[src/rtl/addsub_pkg.sv]
// Shared types and helpers for the bit-serial demux adder/subtractor.
// Holds the controller state encoding, mode constants and the overflow rule.
package addsub_pkg;

  typedef enum logic [1:0] {
    IDLE = 2'd0,
    RUN  = 2'd1,
    DONE = 2'd2
  } state_t;

  localparam logic MODE_ADD = 1'b0;
  localparam logic MODE_SUB = 1'b1;

  // Signed overflow from operand and result sign bits only.
  function automatic logic signed_ovf(input logic mode, input logic a_msb,
                                      input logic b_msb, input logic r_msb);
    logic same_sign;
    same_sign = (a_msb == b_msb);
    if (mode == MODE_ADD) return same_sign && (r_msb != a_msb);
    else                  return !same_sign && (r_msb != a_msb);
  endfunction

endpackage

[src/rtl/serial_addsub_demux_if.sv]
// Request/response bundle between a requester and the serial adder/subtractor.
// Handshake: start is taken on a rising edge only while busy=0; done pulses one cycle with result/cout/ovf valid.
interface serial_addsub_demux_if #(
  parameter int WIDTH = 8
);
  logic             start;
  logic             mode;
  logic             cin;
  logic [WIDTH-1:0] a;
  logic [WIDTH-1:0] b;
  logic             busy;
  logic             done;
  logic [WIDTH-1:0] result;
  logic             cout;
  logic             ovf;

  modport master (
    output start, mode, cin, a, b,
    input  busy, done, result, cout, ovf
  );

  modport slave (
    input  start, mode, cin, a, b,
    output busy, done, result, cout, ovf
  );
endinterface

[src/rtl/fas_cell_demux.sv]
// One-bit full adder / full subtractor built from a 1x8 demux decode of {x, y, c}.
// Sum and difference share the same minterms; only the carry/borrow term depends on mode.
module fas_cell_demux
  import addsub_pkg::*;
(
  input  logic x_i,
  input  logic y_i,
  input  logic c_i,
  input  logic mode,
  output logic sum_bit,
  output logic carry_next
);

  logic [2:0] sel;
  logic [7:0] dec;

  always_comb begin
    sel = {x_i, y_i, c_i};
    dec = 8'd1 << sel;
    sum_bit = dec[1] | dec[2] | dec[4] | dec[7];
    if (mode == MODE_ADD) carry_next = dec[3] | dec[5] | dec[6] | dec[7];
    else                  carry_next = dec[1] | dec[2] | dec[3] | dec[7];
  end

endmodule

[src/rtl/serial_addsub_demux.sv]
// Bit-serial WIDTH-bit adder/subtractor, LSB first, one bit per clock.
// A single demux cell is reused every RUN cycle; the carry/borrow chain lives in carry_q.
module serial_addsub_demux
  import addsub_pkg::*;
#(
  parameter int WIDTH = 8
) (
  input  logic                 clk,
  input  logic                 rst_n,
  serial_addsub_demux_if.slave bus,
  output state_t               state_dbg
);

  localparam int CNT_W = $clog2(WIDTH);
  localparam logic [CNT_W-1:0] CNT_LAST = CNT_W'(WIDTH - 1);

  state_t           state_q, state_d;
  logic [CNT_W-1:0] cnt_q, cnt_d;
  logic [WIDTH-1:0] a_sh_q, a_sh_d;
  logic [WIDTH-1:0] b_sh_q, b_sh_d;
  logic [WIDTH-2:0] res_sh_q, res_sh_d;
  logic             carry_q, carry_d;
  logic             mode_q, mode_d;
  logic             a_msb_q, a_msb_d;
  logic             b_msb_q, b_msb_d;
  logic [WIDTH-1:0] result_q, result_d;
  logic             cout_q, cout_d;
  logic             ovf_q, ovf_d;

  logic             accept;
  logic             cell_bit;
  logic             cell_carry;
  logic [WIDTH-1:0] res_next;

  fas_cell_demux u_cell (
    .x_i       (a_sh_q[0]),
    .y_i       (b_sh_q[0]),
    .c_i       (carry_q),
    .mode      (mode_q),
    .sum_bit   (cell_bit),
    .carry_next(cell_carry)
  );

  assign accept = bus.start && (state_q != RUN);
  // The final bit comes straight from the cell, so only WIDTH-1 bits need staging.
  assign res_next = {cell_bit, res_sh_q};

  always_comb begin
    state_d  = state_q;
    cnt_d    = cnt_q;
    a_sh_d   = a_sh_q;
    b_sh_d   = b_sh_q;
    res_sh_d = res_sh_q;
    carry_d  = carry_q;
    mode_d   = mode_q;
    a_msb_d  = a_msb_q;
    b_msb_d  = b_msb_q;
    result_d = result_q;
    cout_d   = cout_q;
    ovf_d    = ovf_q;

    unique case (state_q)
      RUN: begin
        a_sh_d   = a_sh_q >> 1;
        b_sh_d   = b_sh_q >> 1;
        res_sh_d = res_next[WIDTH-1:1];
        carry_d  = cell_carry;
        cnt_d    = cnt_q + 1'b1;
        if (cnt_q == CNT_LAST) begin
          state_d  = DONE;
          result_d = res_next;
          cout_d   = cell_carry;
          ovf_d    = signed_ovf(mode_q, a_msb_q, b_msb_q, cell_bit);
        end
      end
      default: state_d = accept ? RUN : IDLE;
    endcase

    // DONE also accepts, giving back-to-back operation with no IDLE gap.
    if (accept) begin
      a_sh_d   = bus.a;
      b_sh_d   = bus.b;
      res_sh_d = '0;
      carry_d  = bus.cin;
      mode_d   = bus.mode;
      a_msb_d  = bus.a[WIDTH-1];
      b_msb_d  = bus.b[WIDTH-1];
      cnt_d    = '0;
    end
  end

  always_ff @(posedge clk or negedge rst_n) begin
    if (!rst_n) begin
      state_q  <= IDLE;
      cnt_q    <= '0;
      a_sh_q   <= '0;
      b_sh_q   <= '0;
      res_sh_q <= '0;
      carry_q  <= 1'b0;
      mode_q   <= MODE_ADD;
      a_msb_q  <= 1'b0;
      b_msb_q  <= 1'b0;
      result_q <= '0;
      cout_q   <= 1'b0;
      ovf_q    <= 1'b0;
    end else begin
      state_q  <= state_d;
      cnt_q    <= cnt_d;
      a_sh_q   <= a_sh_d;
      b_sh_q   <= b_sh_d;
      res_sh_q <= res_sh_d;
      carry_q  <= carry_d;
      mode_q   <= mode_d;
      a_msb_q  <= a_msb_d;
      b_msb_q  <= b_msb_d;
      result_q <= result_d;
      cout_q   <= cout_d;
      ovf_q    <= ovf_d;
    end
  end

  assign bus.busy   = (state_q == RUN);
  assign bus.done   = (state_q == DONE);
  assign bus.result = result_q;
  assign bus.cout   = cout_q;
  assign bus.ovf    = ovf_q;
  assign state_dbg  = state_q;

endmodule

[src/flat_wrapper.sv]
// flat-port wrapper written by rule: the top's interface ports become plain ports
module serial_addsub_demux_flat import addsub_pkg::*;
#(
  parameter int WIDTH = 8
)
  (clk, rst_n, state_dbg, bus_start, bus_mode, bus_cin, bus_a, bus_b, bus_busy, bus_done, bus_result, bus_cout, bus_ovf);
  serial_addsub_demux_if #(.WIDTH(WIDTH)) bus_i ();
  input  logic clk;
  input  logic rst_n;
  output state_t state_dbg;
  input wire logic [$bits(bus_i.start)-1:0] bus_start;
  input wire logic [$bits(bus_i.mode)-1:0] bus_mode;
  input wire logic [$bits(bus_i.cin)-1:0] bus_cin;
  input wire logic [$bits(bus_i.a)-1:0] bus_a;
  input wire logic [$bits(bus_i.b)-1:0] bus_b;
  output wire logic [$bits(bus_i.busy)-1:0] bus_busy;
  output wire logic [$bits(bus_i.done)-1:0] bus_done;
  output wire logic [$bits(bus_i.result)-1:0] bus_result;
  output wire logic [$bits(bus_i.cout)-1:0] bus_cout;
  output wire logic [$bits(bus_i.ovf)-1:0] bus_ovf;
  assign bus_i.start = bus_start;
  assign bus_i.mode = bus_mode;
  assign bus_i.cin = bus_cin;
  assign bus_i.a = bus_a;
  assign bus_i.b = bus_b;
  assign bus_busy = bus_i.busy;
  assign bus_done = bus_i.done;
  assign bus_result = bus_i.result;
  assign bus_cout = bus_i.cout;
  assign bus_ovf = bus_i.ovf;
  serial_addsub_demux #(.WIDTH(WIDTH)) u_core (.clk(clk), .rst_n(rst_n), .bus(bus_i), .state_dbg(state_dbg));
endmodule
[config.mk]
export PLATFORM = sky130hd
export DESIGN_NAME = serial_addsub_demux_flat
export DESIGN_NICKNAME = d
export VERILOG_FILES = /design/src/rtl/addsub_pkg.sv /design/src/rtl/serial_addsub_demux_if.sv /design/src/rtl/fas_cell_demux.sv /design/src/rtl/serial_addsub_demux.sv /design/src/flat_wrapper.sv
export SDC_FILE = /design/constraint.sdc
export NUM_CORES = 1
export LEC_CHECK = 0
export CORE_MARGIN = 2
export CORE_UTILIZATION = 35
export DETAILED_ROUTE_END_ITERATION = 8
export HOLD_SLACK_MARGIN = 0.03
export PLACE_DENSITY = 0.58
export SYNTH_ARGS = -nofsm -noshare
export SYNTH_HDL_FRONTEND = slang
export SYNTH_SLANG_ARGS = --single-unit
[constraint.sdc]
create_clock -name clk -period 3.4 [get_ports clk]
set_input_delay 0.51 -clock clk [delete_from_list [all_inputs] [get_ports clk]]
set_output_delay 0.51 -clock clk [all_outputs]
set_load 0.01 [all_outputs]
==> results of run 1 <==
## registers in the layout, indices dropped and copies added, names as in the netlist
| register | count |
|---|---|
| u_core.res_sh_q | 7 |
| u_core.mode_q | 1 |
| u_core.b_msb_q | 1 |
| u_core.bus.result | 8 |
| u_core.a_sh_q | 8 |
| u_core.bus.cout | 1 |
| u_core.a_msb_q | 1 |
| u_core.state_dbg | 2 |
| u_core.bus.ovf | 1 |
| u_core.carry_q | 1 |
| u_core.cnt_q | 3 |
| u_core.b_sh_q | 8 |
## report_power, final
part	leakage (uW)	switching, uW	total [uW]	internal [uW]
Combinational	0.000471	359	737	378
Clock	0.0000504	171	389	218
Sequential	0.000538	134	856	721
## cells in the final DEF, fill, tap and decap left out, types with 5 or more instances in the layout
| master | n |
|---|---|
| mux2i_1 | 17 |
| nor2_1 | 5 |
| o21ai_0 | 19 |
| clkbuf_8 | 5 |
| mux2_2 | 12 |
| dfrtp_1 | 42 |
| clkdlybuf4s50_1 | 33 |
| nand2b_1 | 9 |
| o21ai_1 | 5 |
| nand2_1 | 24 |
## how the worst min path moves through the flow
stage,cells past startpoint,from,endpoint,slack [ns]
finish,1,rst_n,u_core.b_sh_q[3],0.35
global route,1,rst_n,u_core.b_sh_q[3],0.43
CTS,1,rst_n,u_core.res_sh_q[2],0.38
detailed placement,2,u_core.bus.result[7],u_core.bus.result[7],0.47
global placement,2,u_core.a_sh_q[3],u_core.a_sh_q[2],0.46
floorplan,0,rst_n,u_core.a_msb_q,0.21
## synth_stat cells, types with 2 or more instances
master    count  area share, %
nand2b_1      9            3.1
o21ai_0      19            5.3
buf_2         2           0.55
mux2i_1      17            9.4
dfrtp_1      42             58
nor2_1        5            1.0
mux2_2       12            7.5
ha_1          2            1.4
nand2_1      24            5.0
o21ai_1       5            1.4
xor2_1        2           0.97
clkbuf_1      6            1.2
nand3b_1      2           0.83
## per-layer routing
metal	wire (um)	global-route usage, %
met5	0	0
met4	0	3.509
met3	92	3.968
met2	1659	21.07
met1	1559	17.13
## metrics by stage
stage / std cells / utilization [%] / area (sq um) / setup slack (ns)
after CTS: 264 / 46.30 / 2335 / 1.332
after global routing: 264 / 46.30 / 2335 / 1.271
after detailed placement: 256 / 44.04 / 2221 / 1.292
final: 264 / 46.30 / 2335 / 1.358
after floorplan: 157 / - / 1808 / 1.859
after global placement: 256 / 44.04 / 2221 / 1.306
## final cells by class
class / instances / area (sq um)
fill: 463 / 2708
sequential: 42 / 1051
multi-input combinational: 105 / 716.9
timing repair buffer: 37 / 357.8
tap: 70 / 87.58
clock buffer: 5 / 68.82
clock inverter: 3 / 45.04
inverter: 2 / 7.507
## cell families after synthesis
| kind of cell | after synthesis | synth area share, % |
|---|---|---|
| flip-flops | 42 | 58.13 |
| AND/OR/NAND/NOR | 43 | 10.93 |
| AO/OA/AOI/OAI | 27 | 7.681 |
| XOR/XNOR | 3 | 2.215 |
| adder cells (fa/ha/maj) | 3 | 1.938 |
| multiplexers | 29 | 16.89 |
| buffers and inverters | 10 | 2.214 |
## critical path, stage by stage, from the launching register on
cell	delay, ns
dfrtp_1	0.40
nand2b_1	0.22
inv_2	0.09
clkdlybuf4s50_1	0.53
==> out/metrics.yaml, run 1 <==
nNetsFinal: 216
fin_crit_ns: 2.042
leakagePower_uw: 0.001060
post-cts-setup-buffer-count: 0
drive_gt1_share_pct: 12.89
syn2layout_area_growth_pct: 29.13
numClockSinks: 42
rsz0062_at_grt: "false"
hold_viol_final: 0
relSlewSlack_pct: 39.36
port_buffers: 34
drc_errors: 0
start_util_pct: 35.86
setup.worst_path.end: "bus_busy"
crit_type: "flip-flop to output pin"
drv_slew: 0
vias: 1201
synth_seq_cells: 42
grt_antenna_before_repair: 0
crit_required_ns: 2.89
ctsRootBufferMaster: "clkbuf_8"
globalRouteTotalUtil_pct: 13.06
diodes: 0
die_h_um: 75.87
syn-instance-count: 157
first_pass_iters: 4
drt-total-wl_um: 3311
cts_resized: 0
die_w_um: 75.87
skew_ns: 0.006717
ios: 35
wl_per_cell_um: 12.54
timing.rr.end: "u_core.bus.cout"
whs_ns: 0.3511
power_uw: 1982
async_flop_share_pct: 100.0
final.setup.tns_ns: 0
drtAntennaViolNets: 0
dieArea_sq_um: 5756
status: "finished, final reports clean"
cap_violations: 0
place.gp.congestion: 0.6917
cp-startpoint: "u_core.state_dbg[1]"
synthesis.area_sq_um: 1808
setup_viol: 0
insertion_delay_ns: 0.29
critPathMaxFanout: 4
fmax_mhz: 489.7
avgSynthCellArea_sq_um: 11.52
hp-class: "input port to async pin"
core-area_sq_um: 5042
dp_hpwl_um: 2409
drt_iter0_markers: 77
arrival_ns: 1.53
cts_buffers: 5
yosysWarningCount: 0
syn_nets: 180
worst_setup_path_start_kind: "flip-flop"
rr_worst_depth: 5
hold_buffers: 0
synth_top_flop_cell: "dfrtp_1"
fp-row-count: 26
grt_max_degree: 52
cts_max_path_buffers: 2
cp-end-kind: "output pin"
powerDensity_nw_per_um2: 848.7
synth_edf_count: 0
worst_pin_slew_ns: 0.9096
viasPerCell: 4.549
htree_num_levels: 2
grt.overflow.total: 0
grt_pass1_wl_um: 5644
grt_pass1_vias: 1236
finalCritPeriodShare_pct: 60.07
synthDistinctLibCells: 23
r2r-start: "u_core.cnt_q[0]"
vdd_drop_max_mv: 0.6303
r2r_slack_ns: 1.64
cts_tree: "yes"
clk_pin_slew_ns: 0.08
ys_seq_area_share_pct: 58.13
Note: power is estimated with default switching activity, not from simulation.
==> run 2: changes to the inputs <==
Settings changed: PLACE_DENSITY 0.58 to 0.6.
Clock period 3.4 ns to 1.8 ns, I/O delays scaled along.
==> run 2 against run 1 <==
  * Cell count grew 0.38%
  * Count of clock-buffer cells in the layout grew 2
  * Worst setup slack lost 1.2 ns
  * Combinational power grew 89%
  * Clock power grew 56%
  * Core utilization shrank 0.074 points
  * Global-route usage grew 0.32 points
  * Hold slack lost 0.31 ns
  * Largest cell class unchanged
==> out/metrics.yaml, run 2 (synthesized netlist as in run 1, its figures left out) <==
status: "finished, final reports clean"
crit_path_max_incr_delay_ns: 0.54  # about the same
seqCellArea_sq_um: 1051  # unchanged
clk_pin_slew_ns: 0.07  # about the same
powerDensity_nw_per_um2: 1551  # +83%
timing.rr.end: "u_core.cnt_q[0]"
power_uw: 3616  # +82%
start_util_pct: 35.86  # unchanged
r2r_slack_ns: 0.24  # -1.40 ns
cp_top_family: "buffers and inverters"
seq_power_share_pct: 44.7  # +1.5 points
drt-total-wl_um: 3233  # -2.4%
vias: 1213  # +1.0%
insertion_delay_ns: 0.28  # about the same
grt_use_met3_pct: 4.762  # +0.79 points
grt.overflow.total: 0  # unchanged
setup_viol: 0  # unchanged
met1_usage_pct: 16.82  # -0.31 points
cts_tree: "yes"
worst_setup_path_start_kind: "flip-flop"
fp-row-count: 26  # unchanged
setup.worst_path.end: "bus_done"
cts_max_path_buffers: 2  # unchanged
die_w_um: 75.87  # unchanged
placed_cells: 257  # +0.39%
cp-end-kind: "output pin"
hold_buffers: 0  # unchanged
cp.depth: 2  # -1
p_sw_share_pct: 33.96  # +0.48 points
combPwrFrac_pct: 38.5  # +1.3 points
relSlewSlack_pct: 65.34  # +26 points
crit_required_ns: 1.53  # -1.36 ns
first_pass_iters: 4  # unchanged
drv_slew: 0  # unchanged
crit_type: "flip-flop to output pin"
skew_ns: 0.004902  # -0.001815 ns
numClockSinks: 42  # unchanged
cp-startpoint: "u_core.state_dbg[0]"
vdd_drop_max_mv: 0.5657  # -10%
multi_input_area_sq_um: 716.9  # unchanged
die_h_um: 75.87  # unchanged
worst_pin_slew_ns: 0.5199  # -0.3897 ns
slowest_stage: "clkdlybuf4s50_1"
cap_violations: 0  # unchanged
crit_chain: "nor2b_1 > clkdlybuf4s50_1"
r2r-start: "u_core.state_dbg[1]"
p_int_uw: 2388  # +81%
wl_per_cell_um: 12.20  # -2.7%
drive_gt1_share_pct: 12.82  # -0.066 points
grt_pass1_wl_um: 5644  # unchanged
globalRouteTotalUtil_pct: 13.38  # +0.32 points
switching_power_uw: 1228  # +85%
clockPowerShare_pct: 16.8  # -2.8 points
grt_pass1_vias: 1220  # -1.3%
fin_crit_ns: 1.626
grt_antenna_before_repair: 0  # unchanged
place.gp.congestion: 0.7451  # +7.7%
ios: 35  # unchanged
diodes: 0  # unchanged
core-area_sq_um: 5042  # unchanged
crit_buf_inv: 1  # -1
final_common_cell: "dfrtp_1"
dieArea_sq_um: 5756  # unchanged
critPathMaxFanout: 4  # unchanged
fmax_mhz: 615.0
instances_no_fill: 265  # +0.38%
dp_hpwl_um: 2270  # -5.8%
drt_iter0_markers: 76  # -1.3%
drtAntennaViolNets: 0  # unchanged
finalCritPeriodShare_pct: 90.33
hp-class: "input port to async pin"
viasPerCell: 4.577  # +0.62%
nNetsFinal: 217  # +0.46%
fillers: 492  # +6.3%
rr_worst_depth: 5  # unchanged
leakagePower_uw: 0.001066  # +0.56%
arrival_ns: 1.36  # -0.17 ns
ctsRootBufferMaster: "clkbuf_8"
drc_errors: 0  # unchanged
rsz0062_at_grt: "false"
final_cell_mix: "42 x dfrtp_1, 32 x clkdlybuf4s50_1, 24 x nand2_1, 19 x o21ai_0, 17 x mux2i_1"
hold_viol_final: 0  # unchanged
port_buffers: 34  # unchanged
syn2layout_area_growth_pct: 28.93
finish.utilization_pct: 46.23  # -0.074 points
grt_max_degree: 52  # unchanged
cts_buffers: 5  # unchanged
top_usage_layer: "met2"
htree_num_levels: 2  # unchanged
use_met2_pct: 20.79  # -0.29 points
final.setup.tns_ns: 0  # unchanged
-- run 2: changes by cell type in the layout (fill, tap and decap cells not counted) --
cell,change
clkdlybuf4s50_1,-1
buf_12,+1
clkbuf_1,+1
clkbuf_8,+1
dlygate4sd2_1,+1
clkinv_2,+1
bufinv_16,-1
clkinvlp_4,-2
-- run 2: per-layer routing --
metal | up-vias | routed length [um]
li1 | 609 | -
met1 | 573 | 1498
met2 | 27 | 1520
met3 | 4 | 183
met4 | 0 | 31
met5 | - | 0
-- run 2: through the flow --
step	cell area [sq um]	setup slack, ns	hold slack (ns)
CTS	2331	0.1624	0.05090
global route	2331	0.07556	0.07762
finish	2331	0.1740	0.03886
detailed placement	2241	0.2507	0.3731
global placement	2241	0.2669	0.3624
floorplan	1808	0.2587	-0.02559
-- run 2: worst min path at each step --
stage	slack, ns	cells after the start	from	end
floorplan	-0.03	0	rst_n	u_core.a_msb_q
global placement	0.36	2	rst_n	u_core.b_sh_q[4]
detailed placement	0.37	2	rst_n	u_core.b_sh_q[4]
CTS	0.05	2	rst_n	u_core.a_sh_q[5]
global route	0.08	2	rst_n	u_core.bus.result[2]
finish	0.04	2	rst_n	u_core.b_sh_q[4]
-- run 2: power groups by stage --
stage / Combinational, uW / Sequential [uW] / Clock, uW
final: 1390 / 1620 / 606
after detailed placement: 1420 / 1640 / 0
after CTS: 1420 / 1620 / 634
after floorplan: 861 / 1630 / 0
after global routing: 1600 / 1670 / 680
after global placement: 1370 / 1620 / 0
-- run 2: what timing repair did --
action / CTS / global route
gates resized for setup: 1 / 0
hold endpoints to repair: 0 / 0
setup endpoints to repair: 1 / 0
setup buffers: 0 / 0
-- run 2: final cells by class --
type / instances / area share, %
inverter: 2 / 0.3221
multi-input combinational: 105 / 30.76
clock buffer: 7 / 3.704
tap: 70 / 3.757
clock inverter: 1 / 0.2147
timing repair buffer: 38 / 16.16
sequential: 42 / 45.09
==> run 3: changes to the inputs <==
Settings changed: HOLD_SLACK_MARGIN 0.03 to 0.15.
==> run 3 against run 2 <==
  * Critical path depth unchanged
  * Cell area grew 0.43%
  * Hold slack better by 0.45 ns
  * Largest cell class unchanged
==> out/metrics.yaml, run 3 (synthesized netlist as in run 1, its figures left out) <==
status: "finished, final reports clean"
final.setup.tns_ns: 0  # unchanged
hold_viol_final: 0  # unchanged
clk_pin_slew_ns: 0.07  # about the same
critPathMaxFanout: 4  # unchanged
cp-end-kind: "output pin"
htree_num_levels: 2  # unchanged
vdd_drop_max_mv: 0.5647  # -0.19%
post-cts-setup-buffer-count: 0  # unchanged
numClockSinks: 42  # unchanged
rsz0062_at_grt: "false"
dp_hpwl_um: 2270  # unchanged
relSlewSlack_pct: 65.46  # +0.13 points
arrival_ns: 1.36  # about the same
cts_buffers: 5  # unchanged
insertion_delay_ns: 0.28  # about the same
syn2layout_area_growth_pct: 29.48
slowest_stage: "clkdlybuf4s50_1"
nNetsFinal: 218  # +0.46%
drc_errors: 0  # unchanged
clockPowerShare_pct: 16.7  # about the same
crit_required_ns: 1.53  # about the same
die_w_um: 75.87  # unchanged
port_buffers: 34  # unchanged
drtAntennaViolNets: 0  # unchanged
p_int_uw: 2390  # about the same
worst_pin_slew_ns: 0.5180  # -0.001881 ns
viasPerCell: 4.564  # -0.29%
power_uw: 3616  # about the same
grt_antenna_before_repair: 0  # unchanged
pre_cts_ws_ns: 0.2507  # unchanged
final_cell_mix: "42 x dfrtp_1, 32 x clkdlybuf4s50_1, 24 x nand2_1, 19 x o21ai_0, 17 x mux2i_1"
ios: 35  # unchanged
grt_max_degree: 52  # unchanged
dieArea_sq_um: 5756  # unchanged
crit_path_max_incr_delay_ns: 0.54  # about the same
start_util_pct: 35.86  # unchanged
fin_ws_ns: 0.1749  # +0.0009410 ns
globalRouteTotalUtil_pct: 13.43  # +0.055 points
vias: 1214  # +0.082%
cap_violations: 0  # unchanged
drt_iter0_markers: 71  # -6.6%
drv_slew: 0  # unchanged
powerDensity_nw_per_um2: 1545  # -0.42%
core-area_sq_um: 5042  # unchanged
crit_type: "flip-flop to output pin"
grt_pass1_wl_um: 5671  # +0.48%
worst_setup_path_start_kind: "flip-flop"
finish.utilization_pct: 46.43  # +0.20 points
leakagePower_uw: 0.001070  # +0.39%
drt-total-wl_um: 3218  # -0.46%
final_common_cell: "dfrtp_1"
crit_chain: "nor2b_1 > clkdlybuf4s50_1"
grt.overflow.total: 0  # unchanged
seq_power_share_pct: 44.7  # about the same
fmax_mhz: 615.4  # about the same
p_sw_share_pct: 33.92  # -0.034 points
skew_ns: 0.004976  # +0.00007336 ns
fp-row-count: 26  # unchanged
cts_max_path_buffers: 2  # unchanged
wl_per_cell_um: 12.10  # -0.84%
diodes: 0  # unchanged
first_pass_iters: 4  # unchanged
hp-class: "flip-flop to flip-flop"
die_h_um: 75.87  # unchanged
switching_power_uw: 1227  # about the same
setup_viol: 0  # unchanged
finalCritPeriodShare_pct: 90.28  # about the same
fin_crit_ns: 1.625  # -0.0009410 ns
cts_tree: "yes"
drive_gt1_share_pct: 12.76  # -0.065 points
grt_pass1_vias: 1228  # +0.66%
ctsRootBufferMaster: "clkbuf_8"
combPwrFrac_pct: 38.6  # about the same
place.gp.congestion: 0.7451  # unchanged
-- run 3: changes by cell type in the layout (fill, tap and decap cells not counted), sizes merged --
cell         delta
dlygate4sd3     +1
-- run 3: per-layer routing --
layer | up-vias | wire [um] | GRT usage (%)
met1 | 573 | 1495 | 16.90
met3 | 4 | 181 | 4.762
met4 | 0 | 31 | 5.848
met2 | 27 | 1509 | 20.88
met5 | - | 0 | 0
li1 | 610 | - | -
-- run 3: path summary, 6_finish.rpt --
path / startpoint / end / slack (ns) / cells past startpoint
max reg2reg: u_core.state_dbg[1] / u_core.cnt_q[0] / 0.24 / 5
max in group asynchronous: rst_n / u_core.cnt_q[0] / 0.87 / 3
max: u_core.state_dbg[0] / bus_done / 0.17 / 2
min reg2reg: u_core.a_sh_q[2] / u_core.a_sh_q[1] / 0.49 / 2
min: u_core.a_sh_q[2] / u_core.a_sh_q[1] / 0.49 / 2
min in group asynchronous: rst_n / u_core.b_sh_q[4] / 0.57 / 3
-- run 3: power groups by stage --
stage | logic (uW) | registers, uW | clock network (uW)
floorplan | 861 | 1630 | 0
global placement | 1370 | 1620 | 0
detailed placement | 1420 | 1640 | 0
CTS | 1420 | 1620 | 634
global route | 1610 | 1670 | 680
finish | 1390 | 1620 | 605
-- run 3: final cells by class --
class                           instances  area [sq um]
Clock buffer                            7         86.33
Clock inverter                          1         5.005
Fill cell                             490          2701
Inverter                                2         7.507
Multi-Input combinational cell        105         716.9
Sequential cell                        42          1051
Tap cell                               70         87.58
Timing Repair Buffer                   39         386.6
-- run 3: worst max-delay path: cells and delay by family, from the launching register on --
family	cells	cell delay, ns
buffers and inverters	1	0.54
DFF	1	0.42
and+or+nand+nor	1	0.12
-- run 3: timing repair --
item                                    4_1_cts  5_1_grt
endpoints found under the hold margin        42        0
gates resized for setup                       1        0
endpoints found under the setup margin        1        0
hold buffers                                  1        0
-- run 3: per-stage QoR --
stage | instances | hold WS (ns) | area [sq um]
4_1_cts | 266 | 0.4867 | 2341
6_report | 266 | 0.4866 | 2341
5_1_grt | 266 | 0.5236 | 2341
3_5_place_dp | 257 | 0.3731 | 2241
2_1_floorplan | 157 | -0.02559 | 1808
3_3_place_gp | 257 | 0.3624 | 2241
